--- src/rtl/rv16_decode_stage.sv ---
// rv16 instruction decode stage: valid/ready in, one registered decoded-field stage out.
// Optional load-use interlock and bubble counter, enabled by defining RV16_DEC_LOADUSE_EN.
module rv16_decode_stage #(
    parameter int DATA   = 16,
    parameter int OPCODE = 4
) (
    input  logic              rv16_dec_clock,
    input  logic              rv16_dec_reset_n,
    input  logic              if_valid_in,
    input  logic [DATA-1:0]   if_instr_in,
    input  logic [DATA-1:0]   if_pc_in,
    output logic              dec_ready_out,
    input  logic              ex_ready_in,
    input  logic              flush_in,
    output logic              id_valid_out,
    output logic [DATA-1:0]   id_pc_out,
    output logic [OPCODE-1:0] id_rd_addr_out,
    output logic [OPCODE-1:0] id_rs1_addr_out,
    output logic [OPCODE-1:0] id_rs2_addr_out,
    output logic [DATA-1:0]   id_imm_out,
    output logic [2:0]        id_alu_op_out,
    output logic              id_reg_write_out,
    output logic              id_mem_read_out,
    output logic              id_mem_write_out,
    output logic              id_branch_out,
    output logic              id_jump_out,
    output logic              id_halt_out,
    output logic              id_illegal_out,
    output logic [15:0]       stall_count_out
);

    typedef enum logic {RUN, HALTED} state_t;

    typedef struct packed {
        logic [OPCODE-1:0] rd;
        logic [OPCODE-1:0] rs1;
        logic [OPCODE-1:0] rs2;
        logic [DATA-1:0]   imm;
        logic [2:0]        alu_op;
        logic              reg_write;
        logic              mem_read;
        logic              mem_write;
        logic              branch;
        logic              jump;
        logic              halt;
        logic              illegal;
    } dec_t;

    state_t state_q, state_d;
    dec_t   dec;
    logic   adv;
    logic   accept;
    logic   lu_stall;

    logic [3:0] f_op, f_a, f_b, f_c;
    logic [DATA-1:0] sext4, sext8;

    assign f_op  = if_instr_in[15:12];
    assign f_a   = if_instr_in[11:8];
    assign f_b   = if_instr_in[7:4];
    assign f_c   = if_instr_in[3:0];
    assign sext4 = {{(DATA-4){f_c[3]}}, f_c};
    assign sext8 = {{(DATA-8){if_instr_in[7]}}, if_instr_in[7:0]};

    // NOTE: every field gets a default before the case so no path leaves a latch.
    always_comb begin
        dec = '0;
        case (f_op)
            4'h0, 4'h1, 4'h2, 4'h3, 4'h4, 4'h5, 4'h6, 4'h7: begin
                dec.rd        = f_a;
                dec.rs1       = f_b;
                dec.rs2       = f_c;
                dec.alu_op    = f_op[2:0];
                dec.reg_write = 1'b1;
            end
            4'h8: begin
                dec.rd        = f_a;
                dec.rs1       = f_b;
                dec.imm       = sext4;
                dec.reg_write = 1'b1;
            end
            4'h9: begin
                dec.rd        = f_a;
                dec.imm       = sext8;
                dec.reg_write = 1'b1;
            end
            4'hA: begin
                dec.rd        = f_a;
                dec.rs1       = f_b;
                dec.imm       = sext4;
                dec.mem_read  = 1'b1;
                dec.reg_write = 1'b1;
            end
            4'hB: begin
                dec.rs2       = f_a;
                dec.rs1       = f_b;
                dec.imm       = sext4;
                dec.mem_write = 1'b1;
            end
            4'hC: begin
                dec.rs1       = f_a;
                dec.rs2       = f_b;
                dec.imm       = sext4;
                dec.alu_op    = 3'd1;
                dec.branch    = 1'b1;
            end
            4'hD: begin
                dec.rd        = f_a;
                dec.imm       = sext8;
                dec.jump      = 1'b1;
                dec.reg_write = 1'b1;
            end
            4'hE:    dec.illegal = 1'b1;
            default: dec.halt    = 1'b1;
        endcase
    end

    assign adv           = !id_valid_out || ex_ready_in;
    assign dec_ready_out = flush_in || (state_q == RUN && adv && !lu_stall);
    assign accept        = if_valid_in && dec_ready_out;

`ifdef RV16_DEC_LOADUSE_EN
    // Unused source fields decode to 0 and a hazard needs rd != 0, so a plain compare suffices.
    assign lu_stall = id_valid_out && id_mem_read_out && (id_rd_addr_out != '0) && if_valid_in
                      && ((dec.rs1 == id_rd_addr_out) || (dec.rs2 == id_rd_addr_out));

    always_ff @(posedge rv16_dec_clock or negedge rv16_dec_reset_n) begin
        if (!rv16_dec_reset_n) begin
            stall_count_out <= '0;
        end else if (!flush_in && adv && lu_stall && stall_count_out != 16'hFFFF) begin
            stall_count_out <= stall_count_out + 16'd1;
        end
    end
`else
    assign lu_stall        = 1'b0;
    assign stall_count_out = '0;
`endif

    always_comb begin
        state_d = state_q;
        if (flush_in) begin
            state_d = RUN;
        end else if (accept && dec.halt) begin
            state_d = HALTED;
        end
    end

    // NOTE: sequential state uses non-blocking assignments so every register samples pre-edge values.
    always_ff @(posedge rv16_dec_clock or negedge rv16_dec_reset_n) begin
        if (!rv16_dec_reset_n) begin
            state_q <= RUN;
        end else begin
            state_q <= state_d;
        end
    end

    always_ff @(posedge rv16_dec_clock or negedge rv16_dec_reset_n) begin
        if (!rv16_dec_reset_n) begin
            id_valid_out     <= 1'b0;
            id_pc_out        <= '0;
            id_rd_addr_out   <= '0;
            id_rs1_addr_out  <= '0;
            id_rs2_addr_out  <= '0;
            id_imm_out       <= '0;
            id_alu_op_out    <= '0;
            id_reg_write_out <= 1'b0;
            id_mem_read_out  <= 1'b0;
            id_mem_write_out <= 1'b0;
            id_branch_out    <= 1'b0;
            id_jump_out      <= 1'b0;
            id_halt_out      <= 1'b0;
            id_illegal_out   <= 1'b0;
        end else if (flush_in) begin
            id_valid_out <= 1'b0;
        end else if (adv) begin
            id_valid_out <= accept;
            if (accept) begin
                id_pc_out        <= if_pc_in;
                id_rd_addr_out   <= dec.rd;
                id_rs1_addr_out  <= dec.rs1;
                id_rs2_addr_out  <= dec.rs2;
                id_imm_out       <= dec.imm;
                id_alu_op_out    <= dec.alu_op;
                id_reg_write_out <= dec.reg_write;
                id_mem_read_out  <= dec.mem_read;
                id_mem_write_out <= dec.mem_write;
                id_branch_out    <= dec.branch;
                id_jump_out      <= dec.jump;
                id_halt_out      <= dec.halt;
                id_illegal_out   <= dec.illegal;
            end
        end
    end

endmodule
--- config.mk ---
export PLATFORM = sky130hd
export DESIGN_NAME = rv16_decode_stage
export DESIGN_NICKNAME = d
export VERILOG_FILES = /design/src/rtl/rv16_decode_stage.sv
export SDC_FILE = /design/constraint.sdc
export NUM_CORES = 1
export LEC_CHECK = 0
export ABC_AREA = 1
export BUFFER_PORTS_ARGS = -buffer_cell sky130_fd_sc_hd__buf_4
export CAP_MARGIN = 5
export CELL_PAD_IN_SITES_DETAIL_PLACEMENT = 0
export CELL_PAD_IN_SITES_GLOBAL_PLACEMENT = 2
export CORE_ASPECT_RATIO = 0.5
export CORE_MARGIN = 4
export CORE_UTILIZATION = 25
export DETAILED_ROUTE_END_ITERATION = 8
export PLACE_DENSITY_LB_ADDON = 0.1
export SLEW_MARGIN = 20
export SYNTH_ARGS = -nofsm -noshare
export SYNTH_HDL_FRONTEND = slang
export SYNTH_SLANG_ARGS = --single-unit
export TNS_END_PERCENT = 30
--- constraint.sdc ---
create_clock -name rv16_dec_clock -period 1.2 [get_ports rv16_dec_clock]
set_input_delay 0.24 -clock rv16_dec_clock [delete_from_list [all_inputs] [get_ports rv16_dec_clock]]
set_output_delay 0.24 -clock rv16_dec_clock [all_outputs]
set_load 0.01 [all_outputs]
Word level (Yosys, flattened, before mapping)
Index checks and enable logic that the tools add are counted.
Widths: inputs -> output; s select.
{"block": "classes", "n_eq_ne": 14, "mux": 16, "bitwise": 2, "n_reduce_logical": 16}
{"op": "$pmux 16 s2", "count": 1}
{"op": "$eq 4x4->1 const B", "count": 7}
{"op": "$eq 4x3->1 const B", "count": 4}
{"op": "$reduce_or 15->1", "count": 1}
{"op": "$pmux 4 s3", "count": 1}
{"op": "$reduce_or 12->1", "count": 1}
{"op": "$mux 1", "count": 11}
{"op": "$reduce_or 11->1", "count": 1}
{"op": "$eq 4x2->1 const B", "count": 2}
{"op": "$pmux 4 s2", "count": 1}
{"op": "$reduce_or 8->1", "count": 1}
{"op": "$pmux 3 s2", "count": 1}
{"op": "$eq 4x1->1 const B", "count": 1}
{"op": "$logic_not 4->1", "count": 1}
{"op": "$mux 4", "count": 1}
{"op": "$reduce_bool 2->1", "count": 2}
{"op": "$reduce_or 4->1", "count": 1}
{"op": "$logic_and 1x1->1", "count": 3}
{"op": "$reduce_and 3->1", "count": 1}
{"op": "$logic_or 1x1->1", "count": 2}
{"op": "$not 1->1", "count": 2}
{"op": "$reduce_or 2->1", "count": 1}
{"op": "$logic_not 1->1", "count": 1}
{"block": "totals", "regBits": 56, "input_bits": 37, "out_inout_bits": 72, "elab_cells": 63}

Depth between registers and ports, before layout
Gate-level depths: netlist of run 1.
{"block": "depth", "word_depth": 8, "depth_mapped": 7, "mapped_depth_nobuf": 7}

Worst setup path after synthesis of run 1
Ideal clock, no wire load.
{"block": "synth_timing", "kind": "register to register", "startpoint": "reg id_valid_out", "endpoint": "reg id_imm_out[14]", "setup_time_ns": 0.117, "arrival_time_ns": 0.982, "t_required_ns": 1.083, "setup_slack_ns": 0.102, "path_stages_with_launch": 6, "n_path_buf": 1, "synth_period_minus_slack_ns": 1.098, "path_cell_list": "dfrtp_1 nand2_1 nand4_2 clkbuf_1 nand2_1 nand2_1"}
{"block": "synth_via", "elab_chain_len": 6}
{"item": "start, declared", "line_no": "15", "rtl": "output logic id_valid_out,"}
{"item": "start signal, assigned", "line_no": "176", "rtl": "id_valid_out <= accept;"}
{"item": "$logic_not 1->1 *", "line_no": "118", "rtl": "assign adv = !id_valid_out || ex_ready_in;"}
{"item": "$logic_or 1x1->1 *", "line_no": "118"}
{"item": "$logic_and 1x1->1", "line_no": "119", "rtl": "assign dec_ready_out = flush_in || (state_q == RUN && adv && !lu_stall);"}
{"item": "$logic_or 1x1->1", "line_no": "119"}
{"item": "$logic_and 1x1->1", "line_no": "120", "rtl": "assign accept = if_valid_in && dec_ready_out;"}
{"item": "$reduce_and 3->1 (no line) *"}
{"item": "end signal, assigned", "line_no": "182", "rtl": "id_imm_out <= dec.imm;"}
{"item": "end, declared", "line_no": "20", "rtl": "output logic [DATA-1:0] id_imm_out,"}
Every way passes the cells marked *; elsewhere a longest branch is shown, timed or not.
A chain may end at the register's enable or synchronous reset.

Final worst setup path of run 1
{"block": "layout_timing", "startpoint": "reg id_valid_out", "endpoint": "out dec_ready_out"}
{"block": "layout_via", "elab_chain_len": 4}
{"item": "$logic_not 1->1", "line_no": "118"}
{"item": "$logic_or 1x1->1", "line_no": "118"}
{"item": "$logic_and 1x1->1", "line_no": "119"}
{"item": "$logic_or 1x1->1", "line_no": "119"}
{"item": "end, declared", "line_no": "12", "rtl": "output logic dec_ready_out,"}
Every way passes these cells.

==> results.md, run 1 <==
- In the routed layout, each cell is associated on average with a via count of 4.17.
- The power density of the placed cells is 1400 nW/µm².
- The max capacitance violation total is 0.
- The setup path with the least slack is of type flop to output port.
- The area overhead of the layout relative to synthesis is 38.6%.
- Total power for the finished layout comes to ~4600 µW.
- The half-perimeter wire length of the detailed placement result is 5470 µm.
- The largest net degree at the start of global routing is 37.
- Setup repair after global routing could not meet its margin everywhere.
- The count of input and output buffers is a little over 90.
- The post-detailed-route wirelength per cell is 14.1 µm.
- The number of antenna diodes in the final layout is 0.
- The analysis attributes to cell leakage a power of between 0.0015 and 0.002 µW.
- The top achievable clock speed is 809 MHz.
- The smallest hold slack is 0.139 ns.
- The data arrival time of the worst path is 1.00 ns.
- The clock period minus worst slack is 1.24 ns.
- Tracing the worst setup path back leads to its startpoint at id_valid_out.
- The via count of the first global-routing pass is 2,083.
- Wires add up to around 7100 µm.
- The total overflow left after global routing is 0.
- The synthesized cell area is 2360 µm².
- 109 I/O pins were placed.
- The share of total power in combinational logic is between 20% and 30%.
- The depth of the worst register-to-register path is 6.
- The share of flip-flops with an asynchronous set or reset is 100%.
- STA puts the critical path data required time at 0.96 ns.
- The initial antenna violation count came to 0.
- The min-delay analysis places its worst path in the category input pin to flop.
- The global-route wire length before repair is 11,500 µm.
- The die covers between 10,000 and 15,000 µm².
- The H-tree generated during clock tree synthesis spans 2 levels.
- The capture instance of the worst register-to-register path is id_imm_out[5].
- In this run the deepest clock path goes through 2 buffers.
- The cell count after synthesis came out at 301.
- The remaining antenna violation count is 0.
- For this configuration, the core starts out at a cell density of a little over a quarter.
- The share of the clock period used by the worst path after layout is 103%.
- The worst setup path is launched from a flop.
- Clock tree synthesis selected as its root buffer the cell clkbuf_16.
- Setup slack on the critical path of the routed design comes to -0.0354 ns.
- In this run, flip-flops and latches consume 43.4% of the power.
- In this run the critical register-to-register path is launched from state_q.
- The congestion estimate from routability-driven global placement came to 0.800.
- The netlist uses 20 different library cells.
- The die extent in y is 76.8 µm.
- The clock-pin slew on the worst setup and hold paths is 0.07 ns.
- Along the worst path, the maximum fanout reaches 3.
- In this run the horizontal extent of the chip is roughly 150 µm.
- The cell-internal power is about 3200 µW.
- The nature of the critical path endpoint is an output port.
- The switching share of power is 29.3%.
- The run finished, with violations left.
- Before CTS, the worst setup slack after placement is 0.00811 ns.
- The number of synthesized flops with an enable pin is 0.
- For the worst-skew pair, the clock arrives at the later sink with an insertion delay of ~0.29 ns.
- The total CTS buffers is 5.
- For the final database, setup skew stands at 0.00590 ns.
- The post-route netlist has 31.3% of its cells at a drive strength greater than 1.
- The detailed router's first-iteration violation count is 67.
- For this run, the post-layout net count is 426.
- TritonCTS built the clock tree.
- The first TritonRoute pass finished after 4 iterations.
- The number of cells traversed by the worst hold path is 3.
- The total count of hold-check failures in the final report is 0.
- Setup slack on the worst reg-to-reg path comes out at 0 ns.
- Sequential elements use 50.8% of the synthesized area.
- The all-layer global routing usage is 13.0%.
- The flop and latch count out of synthesis is 48.
- For this run, the leading register cell type out of synthesis is dfrtp_1.
- The max-slew violation count is 0.
- The worst supply voltage drop on vdd is 0.000549 V.
- Row generation in the floorplan step produced 24 rows.
- The final count of negative-setup-slack endpoints is 1.
- The average instance in the mapped netlist occupies 7.86 µm².
- In the routed design, unresolved DRC markers number 0.
- The total number of vias is 2,113.
- The net switching power is 1340 µW.
- The core box area is 8950 µm².
- Clock tree synthesis found a total of 48 sinks.
- In this run the worst setup path terminates at dec_ready_out.
- In this run, the clock network consumes 31.1% of the power.
- During synthesis, Yosys emitted a total of 0 warnings.
- The final reports fail on negative setup slack.
- The layout has 964 filler cells.
cells by family (layout without fill, tap and decap cells):
kind of cell	Yosys count	after routing	share of synthesized area (%)
DFF	48	48	50.8
AOI/OAI and AO/OA	19	19	4.07
buffers and inverters	45	119	12.0
other	1	16	0.159
and+or+nand+nor	188	188	33.0
worst min path at each step:
stage / startpoint / endpoint / slack (ns)
2_1_floorplan: rv16_dec_reset_n / id_alu_op_out[0] / -0.06
3_3_place_gp: rv16_dec_reset_n / id_imm_out[6] / 0.15
3_5_place_dp: rv16_dec_reset_n / id_imm_out[5] / 0.15
4_1_cts: if_pc_in[7] / id_pc_out[7] / 0.13
5_1_grt: if_pc_in[11] / id_pc_out[11] / 0.14
6_report: if_pc_in[7] / id_pc_out[7] / 0.14
power groups by stage:
| stage | registers [µW] | clock network [µW] | logic [µW] |
|---|---|---|---|
| 2_1_floorplan | 2110 | 0 | 462 |
| 3_5_place_dp | 2010 | 0 | 1190 |
| 5_1_grt | 2010 | 1560 | 1300 |
| 3_3_place_gp | 2010 | 0 | 1170 |
| 6_report | 1990 | 1430 | 1170 |
| 4_1_cts | 1990 | 1490 | 1190 |
state kept, by name (all words and copies together), names as in the netlist:
name              count
id_halt_out           1
id_mem_read_out       1
id_imm_out            8
id_branch_out         1
id_rd_addr_out        4
id_alu_op_out         3
id_mem_write_out      1
id_reg_write_out      1
state_q               1
id_valid_out          1
id_illegal_out        1
id_pc_out            16
id_rs1_addr_out       4
id_jump_out           1
id_rs2_addr_out       4
synth_stat cells (2+ instances only):
cell / instances / area [µm²]
nand2_1: 151 / 567
dfrtp_1: 48 / 1200
buf_4: 27 / 203
nand3_1: 23 / 115
o21ai_0: 16 / 80.1
inv_2: 6 / 22.5
inv_1: 5 / 18.8
buf_2: 4 / 20.0
nor2_1: 4 / 15.0
nand4_1: 3 / 18.8
clkbuf_1: 2 / 7.51
nand2_2: 2 / 12.5
nor2_4: 2 / 22.5
o21ai_1: 2 / 10.0
final cells by class:
| cell class | instances | area, µm² | area share, % |
|---|---|---|---|
| flip-flops and latches | 48 | 1200 | 36.7 |
| multi-input cells | 223 | 942 | 28.8 |
| repair buffers | 100 | 795 | 24.2 |
| well taps | 117 | 146 | 4.47 |
| clock buffers | 7 | 143 | 4.35 |
| inverters | 11 | 41.3 | 1.26 |
| clock inverters | 1 | 7.51 | 0.229 |
cells in the final DEF, fill, tap and decap left out:
cell type,instances
nand4_2,1
nand2_1,149
buf_6,1
nand2_4,1
dfrtp_2,1
nand2_2,4
inv_2,6
nand4_1,3
nand3_1,23
nor2_4,2
nor2_2,1
inv_1,5
clkinvlp_4,1
o21ai_0,16
buf_12,3
o21ai_1,2
dfrtp_1,47
clkbuf_16,5
nor2_1,4
o22ai_1,1
dlygate4sd3_1,1
conb_1,16
buf_4,95
clkbuf_8,1
clkbuf_1,1
per-stage QoR:
stage / std cells / utilization, % / setup TNS (ns) / area [µm²]
final: 507 / 36.6 / -0.0354 / 3280
after floorplan: 316 / - / 0 / 2420
after global routing: 507 / 36.6 / -2.17 / 3280
after detailed placement: 497 / 34.6 / 0 / 3100
after global placement: 497 / 34.6 / 0 / 3100
after CTS: 506 / 36.5 / -0.0475 / 3260
layer usage:
metal	wire (µm)	GRT usage [%]
met1	3520	18.3
met2	3110	19.5
met3	476	4.24
met4	40	2.56
met5	0	0
worst max-delay path, stage by stage, from the launching register on:
cell and delay [ns]:
dfrtp_1 0.39, nand2_2 0.09, nand2_1 0.06, nand2_2 0.07, buf_6 0.10
repair_timing:
action | in CTS | in global routing
hold endpoints to repair | 18 | 0
pin swaps | 1 | 2
setup endpoints to repair | 12 | 48
hold buffers | 1 | 0
gates cloned | 0 | 0
gates resized for setup | 2 | 2
buffers inserted | 0 | 1
(Power assumes the default switching activity.)
==> inputs of run 2 (changes only) <==
==> constraint.sdc (replaced) <==
create_clock -name rv16_dec_clock -period 1.3 [get_ports rv16_dec_clock]
set_input_delay 0.26 -clock rv16_dec_clock [delete_from_list [all_inputs] [get_ports rv16_dec_clock]]
set_output_delay 0.26 -clock rv16_dec_clock [all_outputs]
set_load 0.01 [all_outputs]
==> run 2 against run 1 <==
Effect of this change: the flow now finishes without violations; first-iteration DRC count is 52% higher; total power is 8.6% lower; clock power is 10% lower; cell count is 0.20% lower; utilization is 0.22 points lower; global-route usage is 0.16 points lower; combinational power is 9% lower; via count is 1.2% higher; register-to-register slack better by 0.10 ns; cell area is 0.61% lower; non-clock buffer count is 1 lower.
==> results.md, run 2 (synthesis gave the netlist of run 1 again) <==
- The number of remaining DRC errors was 0 (unchanged).
- The die extent in y is 76.8 µm (unchanged).
- The share of the clock period used by the worst path after layout is 95.9%.
- The cell area after layout is 3260 µm² (-0.61%).
- The post-layout total power was 4180 µW (-8.6%).
- The standard cell area after detailed placement came to 3100 µm² (unchanged).
- The starting density of the core is 26.4% (unchanged).
- The H-tree level count came to 2 (unchanged).
- For this run, the top clock speed supported by timing is 802 MHz.
- The number of buffers on the longest clock path came to 2 (unchanged).
- The initial antenna violation count is 0 (unchanged).
- The area growth from synthesis to layout is 37.7%.
- The leftover overflow at the end of global routing was 0 (unchanged).
- The routability-driven placement congestion ratio came to 0.782 (-2.2%).
- The max capacitance violation total is 0 (unchanged).
- The global-route wire length before repair is 11,400 µm (-1.6%).
- The cell chosen for the clock root is clkbuf_16.
- The leakage component of the power was 0.00180 µW (-0.21%).
- Setup repair after global routing could not meet its margin everywhere.
- The width of the die is 146 µm (unchanged).
- The all-layer global routing usage was 12.8% (-0.16 points).
- The number of top-level pins is 109 (unchanged).
- The proportion of layout cells with a drive suffix above 1 was 31.4% (+0.080 points).
- The worst supply voltage drop on vdd is 0.000444 V (-19%).
- The clock network latency to the later pin of the worst-skew pair is 0.29 ns (about the same).
- The vias per cell is 4.23 (+1.4%).
- The total number of vias is 2,138 (+1.2%).
- The half-perimeter wire length of the detailed placement result came to 5450 µm (-0.30%).
- The commonest non-fill, non-tap cell in the layout is nand2_1.
- The number of clock sinks is 48 (unchanged).
- The sort of element at the start of the critical path is a flop.
- The register with the most flip-flops in the final layout is id_pc_out.
- The core box area is 8950 µm² (unchanged).
- Leaving out fill and tap cells, the most frequent cells in the layout are 150 x nand2_1, 95 x buf_4, 47 x dfrtp_1.
- The flow ran to the end, and the final reports show no timing, DRC or antenna violations.
- The smallest clock period supported by the final layout is computed as 1.25 ns.
- The clock-pin slew on the worst setup and hold paths is 0.07 ns (about the same).
- The largest net degree at the start of global routing is 37 (unchanged).
- The worst setup path is of the flop to output port kind.
- The number of antenna repair diodes came to 0 (unchanged).
- The maximum clock skew at final layout is 0.00326 ns (-0.00264 ns).
- The total CTS buffers is 5 (unchanged).
- The worst setup slack after layout came to 0.0533 ns (+0.0887 ns).
- The post-detailed-route wirelength per cell came to 14.1 µm (-0.31%).
- The count of input and output buffers is 92 (unchanged).
- The endpoint required time on the critical path is 1.04 ns (+0.08 ns).
- The largest registers in the layout are id_pc_out x16, id_imm_out x8.
- The maximum fanout count along the critical path is 3 (unchanged).
- The detailed-route wire length came to 7110 µm (-0.50%).
- The number of nets in the layout is 425 (-0.23%).
- The final count of negative-setup-slack endpoints is 0 (-1).
- The number of flip-flops under the largest register name is 16 (unchanged).
- TritonCTS built the clock tree.
- The worst setup path is captured at an output port.
- The power density of the placed cells is 1280 nW/µm² (-8.1%).
- The share of the core filled with cells in the final layout is 36.4% (-0.22 points).
- The layout filler cell count is 963 (-0.10%).
- The count of TritonRoute iterations in the first routing pass is 4 (unchanged).
- The data arrival time of the worst path is 0.99 ns (about the same).
- The floorplan die area is 11,200 µm² (unchanged).
- The smallest hold slack is 0.161 ns (+0.0217 ns).
- The path class of the lowest-slack min-delay path is input pin to flop.
- The worst setup slack after placement is 0.0831 ns (+0.0750 ns).
- The via count of the first global-routing pass is 2,093 (+0.48%).
- The total count of hold-check failures in the final report is 0 (unchanged).
- The detailed router's first-iteration violation count is 102 (+52%).
- The number of standard-cell rows in the floorplan was 24 (unchanged).
- The max-slew violation count came to 0 (unchanged).
- The remaining antenna violation count was 0 (unchanged).
run 2: per-layer routing:
| metal | part of all wire, % | track usage (%) | routed length, µm | up-vias |
|---|---|---|---|---|
| li1 | - | - | - | 1077 |
| met1 | 49 | 17.8 | 3470 | 982 |
| met2 | 43 | 18.9 | 3050 | 72 |
| met3 | 7.1 | 4.30 | 505 | 7 |
| met4 | 1.2 | 3.69 | 83 | 0 |
| met5 | 0 | 0 | 0 | - |
run 2: metrics by stage:
step | cells | setup TNS, ns
floorplan | 316 | 0
global placement | 497 | 0
detailed placement | 497 | 0
CTS | 506 | 0
global route | 506 | -0.000129
finish | 506 | 0
run 2: what timing repair did:
action	in CTS	in global routing
endpoints found under the hold margin	20	0
setup buffers	0	0
gates resized for setup	0	3
setup endpoints to repair	0	25
hold buffers	1	0
run 2: area by class of cell:
class                      count  area [µm²]  area share, %
sequential                    48        1200           36.9
multi-input combinational    223         940           28.9
timing repair buffer          99         783           24.0
tap                          117         146           4.49
clock buffer                   5         125           3.84
inverter                      11        41.3           1.27
clock inverter                 3        18.8          0.576
run 2: path summary, 6_finish.rpt:
check / from / endpoint / slack [ns] / cells past startpoint
setup / recovery: id_valid_out / dec_ready_out / 0.05 / 4
hold / removal: if_pc_in[13] / id_pc_out[13] / 0.16 / 3
setup reg to reg: id_valid_out / id_imm_out[5] / 0.10 / 6
hold reg to reg: id_imm_out[6] / id_imm_out[6] / 0.48 / 2
max in group asynchronous: rv16_dec_reset_n / state_q / 0.44 / 3
min in group asynchronous: rv16_dec_reset_n / id_pc_out[7] / 0.40 / 2
run 2: worst max-delay path: stages (launching register included):
cell and delay (ns):
dfrtp_1 0.39, nand2_2 0.09, nand2_1 0.05, nand2_1 0.05, buf_4 0.11
run 2: where the power goes:
group          switching [µW]  total [µW]  internal, µW
clock                     570        1280           710
combinational             558        1070           514
sequential                128        1830          1700
